`src/rtl/branch_result_merger.sv`:
```
// branch_result_merger
// Collects results from all instruction branches and releases them into a
// single registered writeback slot in strict commit_id order.
// Optional feature: define MERGER_TIMEOUT_EN to build a stall watchdog that
// skips a lost commit id after timeout_cycles and raises sticky stall_error.
//
// Handshake: a transfer happens on a rising clk edge where valid and ready
// are both high. Upstream branch i transfers when in_valid[i] & in_ready[i];
// in_ready never depends on anything but current inputs and registered state,
// and a branch must hold its fields stable while in_valid[i] & ~in_ready[i].
// Downstream transfers when out_valid & out_ready (gated by enable); the
// output fields stay stable while out_valid & ~out_ready.

`ifndef N_INSTR_BRANCHES
`define N_INSTR_BRANCHES 4
`endif

module branch_result_merger #(
    parameter int  data_width     = 16,
    parameter int  n_branches     = `N_INSTR_BRANCHES,
    parameter int  n_blocks       = 256,
    parameter int  timeout_cycles = 1024,
    localparam int bw             = $clog2(n_blocks)
) (
    input  logic                           clk,
    input  logic                           reset,
    input  logic                           enable,
    input  logic [n_branches-1:0]          in_valid,
    output logic [n_branches-1:0]          in_ready,
    input  logic [n_branches*bw-1:0]       block_in,
    input  logic [n_branches*4-1:0]        dest_in,
    input  logic [n_branches*data_width-1:0] result_in,
    input  logic [n_branches*8-1:0]        res_addr_in,
    input  logic [n_branches-1:0]          writes_external_in,
    input  logic [n_branches*9-1:0]        commit_id_in,
    input  logic [n_branches-1:0]          commit_flag_in,
    output logic                           out_valid,
    input  logic                           out_ready,
    output logic [bw-1:0]                  block_out,
    output logic [3:0]                     dest_out,
    output logic signed [data_width-1:0]   result_out,
    output logic [7:0]                     res_addr_out,
    output logic                           writes_external_out,
    output logic [8:0]                     commit_id_out,
    output logic                           commit_flag_out,
    output logic [8:0]                     expected_id,
    output logic                           stall_error
);

    localparam int sw = (n_branches > 1) ? $clog2(n_branches) : 1;

    logic [n_branches-1:0]         match;
    logic                          any_match;
    logic [sw-1:0]                 sel;
    logic [bw-1:0]                 nxt_block;
    logic [3:0]                    nxt_dest;
    logic signed [data_width-1:0]  nxt_result;
    logic [7:0]                    nxt_res_addr;
    logic                          nxt_ext;
    logic [8:0]                    nxt_commit_id;
    logic                          nxt_flag;
    logic                          slot_free;
    logic                          capture;
    logic                          drain;
    logic                          timeout_fire;
    logic                          id_advance;

    // Eligibility: only a result carrying the id currently due may leave its branch.
    always_comb begin
        match = '0;
        for (int i = 0; i < n_branches; i++) begin
            match[i] = in_valid[i] & (commit_id_in[i*9 +: 9] == expected_id);
        end
    end

    assign any_match = |match;

    // Fixed priority: the lowest matching branch index wins and its fields are muxed out.
    always_comb begin
        sel           = '0;
        nxt_block     = '0;
        nxt_dest      = '0;
        nxt_result    = '0;
        nxt_res_addr  = '0;
        nxt_ext       = 1'b0;
        nxt_commit_id = '0;
        nxt_flag      = 1'b0;
        for (int i = n_branches - 1; i >= 0; i--) begin
            if (match[i]) begin
                sel           = sw'(i);
                nxt_block     = block_in[i*bw +: bw];
                nxt_dest      = dest_in[i*4 +: 4];
                nxt_result    = result_in[i*data_width +: data_width];
                nxt_res_addr  = res_addr_in[i*8 +: 8];
                nxt_ext       = writes_external_in[i];
                nxt_commit_id = commit_id_in[i*9 +: 9];
                nxt_flag      = commit_flag_in[i];
            end
        end
    end

    assign slot_free  = ~out_valid | out_ready;
    assign capture    = enable & slot_free & any_match;
    assign drain      = enable & out_valid & out_ready;
    assign id_advance = (capture & nxt_flag) | timeout_fire;

    // One-hot accept towards the winning branch; forced low while reset is held.
    always_comb begin
        in_ready = '0;
        for (int i = 0; i < n_branches; i++) begin
            in_ready[i] = capture & ~reset & (sel == sw'(i));
        end
    end

`ifdef MERGER_TIMEOUT_EN
    localparam int cw = $clog2(timeout_cycles + 1);

    logic [cw-1:0] stall_cnt;
    logic          stall_flag;
    logic          stalling;

    assign stalling     = |in_valid & ~any_match;
    assign timeout_fire = enable & stalling & (stall_cnt == cw'(timeout_cycles - 1));
    assign stall_error  = stall_flag;

    // Watchdog: counts cycles where results wait but none carries the due id.
    always_ff @(posedge clk or posedge reset) begin
        if (reset) begin
            stall_cnt  <= '0;
            stall_flag <= 1'b0;
        end else if (enable) begin
            if (capture || (in_valid == '0) || timeout_fire) begin
                stall_cnt <= '0;
            end else if (stalling) begin
                stall_cnt <= stall_cnt + 1'b1;
            end
            if (timeout_fire) begin
                stall_flag <= 1'b1;
            end
        end
    end
`else
    assign timeout_fire = 1'b0;
    assign stall_error  = 1'b0;
`endif

    // Output slot and commit pointer: capture refills (even while draining), drain empties.
    always_ff @(posedge clk or posedge reset) begin
        if (reset) begin
            out_valid           <= 1'b0;
            block_out           <= '0;
            dest_out            <= '0;
            result_out          <= '0;
            res_addr_out        <= '0;
            writes_external_out <= 1'b0;
            commit_id_out       <= '0;
            commit_flag_out     <= 1'b0;
            expected_id         <= '0;
        end else begin
            if (capture) begin
                out_valid           <= 1'b1;
                block_out           <= nxt_block;
                dest_out            <= nxt_dest;
                result_out          <= nxt_result;
                res_addr_out        <= nxt_res_addr;
                writes_external_out <= nxt_ext;
                commit_id_out       <= nxt_commit_id;
                commit_flag_out     <= nxt_flag;
            end else if (drain) begin
                out_valid <= 1'b0;
            end
            if (id_advance) begin
                expected_id <= expected_id + 9'd1;
            end
        end
    end

endmodule
```
`config.mk`:
```
export PLATFORM = sky130hd
export DESIGN_NAME = branch_result_merger
export DESIGN_NICKNAME = d
export VERILOG_FILES = /design/src/rtl/branch_result_merger.sv
export SDC_FILE = /design/constraint.sdc
export NUM_CORES = 1
export LEC_CHECK = 0
export ABC_AREA = 1
export CAP_MARGIN = 25
export CORE_AREA = 2 2 112 114
export CTS_CLUSTER_SIZE = 16
export DETAILED_ROUTE_END_ITERATION = 10
export DIE_AREA = 0 0 114 116
export PLACE_DENSITY = 0.86
export SETUP_SLACK_MARGIN = 0.2
export SLEW_MARGIN = 0
export SYNTH_ARGS = -nofsm -noshare
export SYNTH_HDL_FRONTEND = slang
export SYNTH_SLANG_ARGS = --single-unit
export TNS_END_PERCENT = 50
```
`constraint.sdc`:
```
create_clock -name clk -period 4.2 [get_ports clk]
set_input_delay 0.42 -clock clk [delete_from_list [all_inputs] [get_ports clk]]
set_output_delay 0.42 -clock clk [all_outputs]
set_load 0.01 [all_outputs]
```
==> flow_metrics.py, run 1 <==
metrics = {
    "worst_setup_path": {
        "worst-endpoint-arrival_ps": 3160,
        "slowest_stage": "clkdlybuf4s50_1",
        "timing.rr.start": "expected_id[0]",
        "start_kind": "flip-flop",
        "max_stage_delay_ps": 540,
        "cp-end-kind": "output port",
        "critPathKind": "reg -> out",
        "cp.required_ps": 3780,
        "crit_path_max_fanout": 33,
        "cp-startpoint": "expected_id[0]",
        "crit_chain": "inv_2 > or2_2 > nand2_1 > nor2_1 > nand2_2 > nor2_4 > inv_2 > nand2_4 > inv_2 > buf_4 > nand2_1 > nor2_1 > clkdlybuf4s50_1",
        "path_common_cell": "inv_2",
    },
    "grt": {
        "grt_max_degree": 95,
        "antenna_found_initial": 0,
        "grt-ovfl-total": 0,
        "grt_pass1_wl_mm": 26.1,
        "grt_use_total_pct": 25.1,
        "grt_pass1_vias": 5265,
    },
    "timing": {
        "fmax_ghz": 0.279,
        "finalHoldViolations": 0,
        "worst_pin_slew_ps": 1000,
        "min_period_ps": 3580,
        "drv_slew": 0,
        "min_period_over_period_pct": 85.3,
        "hold_ws_ps": 471,
        "finalSetupViolCount": 0,
        "fin_setup_tns_ps": 0,
        "skew_ps": 8.10,
        "rsz0062_at_grt": "no",
        "relSlewSlack_pct": 33.3,
    },
    "yosys": {
        "netlist_instances": 746,
        "ys_seq_elements": 57,
        "synth_top_family_by_area": "simple AND/OR/NAND/NOR gates",
        "yosys.area_share.simple_pct": 48.6,
        "muxShareOfSynthArea_pct": 0,
        "synth_area_sq_um": 4550,
        "syn_nets": 943,
        "ys.flop_type": "dfrtp_1",
        "async_flop_share_pct": 100,
        "synth_fa_ha_area_share_pct": 0.275,
        "synthXorXnorAreaFrac_pct": 3.08,
        "syn_area_per_cell_sq_um": 6.10,
        "yosys_warnings": 0,
        "synth_compound_area_share_pct": 7.86,
        "yosysUniqueCellTypes": 31,
        "synth_edf_count": 0,
        "ys_seq_area_share_pct": 31.3,
    },
    "finish": {
        "n_fill_cell": 1114,
        "syn_to_final_growth_pct": 61.8,
        "final_layout_size_suffix_gt1_share_pct": 6.12,
        "nets": 1175,
        "num_antenna_cells": 0,
        "mostFrequentLayoutCell": "nand2_1",
        "multi_input_area_sq_um": 2740,
        "register_area_sq_um": 1430,
        "final_cell_mix": "nand2_1 (328), clkdlybuf4s50_1 (256), nor2_1 (67)",
    },
    "clocking": {
        "path_clk_slew_ps": 50,
        "cts-buffers-inserted": 9,
        "insertion_delay_ps": 320,
        "cts_root_buf": "clkbuf_16",
        "htreeDepth": 3,
        "ctsHoldBuffers": 0,
        "cts_sinks": 57,
        "cts.repair.resized": 0,
        "clockBufferDepth": 2,
        "cts_tree": "done",
        "cts_setup_buffers": 0,
    },
    "pwr": {
        "internal_power_mw": 1.13,
        "leakagePower_nw": 3.56,
        "p_sw_share_pct": 21.1,
        "pwr-share-clk_pct": 44.2,
        "p_comb_share_pct": 17.1,
        "total_power_mw": 1.43,
        "power_density_nw_per_um2": 194,
        "netSwitchingPower_mw": 0.301,
        "vdd_drop_max_mv": 0.172,
        "seq_power_share_pct": 38.6,
    },
    "min_path": {
        "worstHoldPathType": "reg -> reg",
        "hp-start": "commit_id_out[4]",
    },
    "route": {
        "drt_iter0_drc": 341,
        "wl_per_cell_um": 15.1,
        "drc": 0,
        "viasPerCell": 4.94,
        "num_vias": 5571,
        "ant_nets": 0,
        "first_pass_iters": 5,
        "wirelength_mm": 17.0,
    },
    "placed_design": {
        "dpl.hpwl_mm": 12.5,
        "gp_congestion": 0.928,
        "port_buffers": 256,
    },
    "die": {
        "core_sq_um": 11900,
        "boundaryPins": 258,
        "start_util_pct": 38.2,
        "die-area_sq_um": 13200,
        "fp.dieH_um": 116,
        "dieWidth_um": 114,
        "placementRows": 40,
    },
    "flow_run": {
        "maxCapViolations": 0,
    },
    "status": {
        "status": "complete, no violations",
    },
}
-- registers in the layout, summed over array words and instances (netlist names) --
name and flops:
result_out 16, commit_id_out 9, expected_id 9, block_out 8, res_addr_out 8, dest_out 4
commit_flag_out 1, out_valid 1, writes_external_out 1
-- power groups by stage --
stage          clock network (mW)  registers [mW]  logic [mW]
2_1_floorplan                   0           0.562      0.0413
3_3_place_gp                    0           0.561       0.242
3_5_place_dp                    0           0.561       0.244
4_1_cts                     0.649           0.552       0.245
5_1_grt                     0.681           0.552       0.263
6_report                    0.633           0.552       0.245
-- cells in the mapped netlist, types with 8 or more instances --
master    number  share of area [%]
clkbuf_1      11               0.91
o21ai_0       56                6.2
dfrtp_1       57                 31
inv_1         32                2.6
nand2_1      328                 27
inv_2          9               0.74
buf_2         18                2.0
or2_2         17                2.3
nand3_1       61                6.7
or2_0         23                3.2
nor2_1        68                5.6
buf_4          8                1.3
xor2_1        13                2.5
-- cell type report --
type | instances | area share (%)
inverter | 41 | 2.09
tap | 147 | 2.50
multi-input combinational | 606 | 37.2
clock inverter | 1 | 0.0679
clock buffer | 12 | 3.35
sequential | 57 | 19.4
timing repair buffer | 263 | 35.5
-- stage by stage --
stage | instances | worst slack (ps) | cell area (sq um) | utilization (%)
2_1_floorplan | 746 | 1790 | 4550 | -
3_3_place_gp | 1114 | 758 | 7120 | 59.7
3_5_place_dp | 1114 | 730 | 7120 | 59.7
4_1_cts | 1127 | 629 | 7370 | 61.9
5_1_grt | 1127 | 418 | 7370 | 61.9
6_report | 1127 | 618 | 7370 | 61.9
-- critical path, delay by kind of cell, from the launching register on --
kind / cells / cell delay (ps)
buffers and inverters: 5 / 1440
and+or+nand+nor: 8 / 860
DFF: 1 / 520
-- kinds of logic (layout without fill, tap and decap cells) --
| logic type | count (synthesis) | count (layout) |
|---|---|---|
| buf+inv | 83 | 317 |
| simple gates | 521 | 521 |
| xor+xnor | 16 | 16 |
| fa+ha+maj | 1 | 1 |
| other cells | 1 | 1 |
| flops | 57 | 57 |
| compound gates | 67 | 67 |
-- path summary, 6_finish.rpt --
check | slack, ps | cells past startpoint | to
max | 620 | 13 | in_ready[3]
min | 470 | 2 | commit_id_out[4]
max reg2reg | 1140 | 15 | res_addr_out[3]
min reg2reg | 470 | 2 | commit_id_out[4]
max in group asynchronous | 2970 | 3 | result_out[15]
min in group asynchronous | 730 | 3 | commit_id_out[1]
-- per-layer routing --
layer	vias up	GRT usage, %	wire length [um]
li1	2781	-	-
met1	2488	30.8	6900
met2	271	43.1	8140
met3	31	6.33	1550
met4	0	8.37	400
met5	-	0	0
No activity file was read; power rests on OpenSTA's default activity.
==> run 2: changes to the inputs <==
--- a/config.mk
+++ b/config.mk
@@ -11,6 +11,7 @@
 export CTS_CLUSTER_SIZE = 16
 export DETAILED_ROUTE_END_ITERATION = 10
 export DIE_AREA = 0 0 114 116
+export HOLD_SLACK_MARGIN = 0.03
 export PLACE_DENSITY = 0.86
 export SETUP_SLACK_MARGIN = 0.2
 export SLEW_MARGIN = 0
==> results of run 2 <==
Final layout, timing and power as in run 1 (identical DEF).
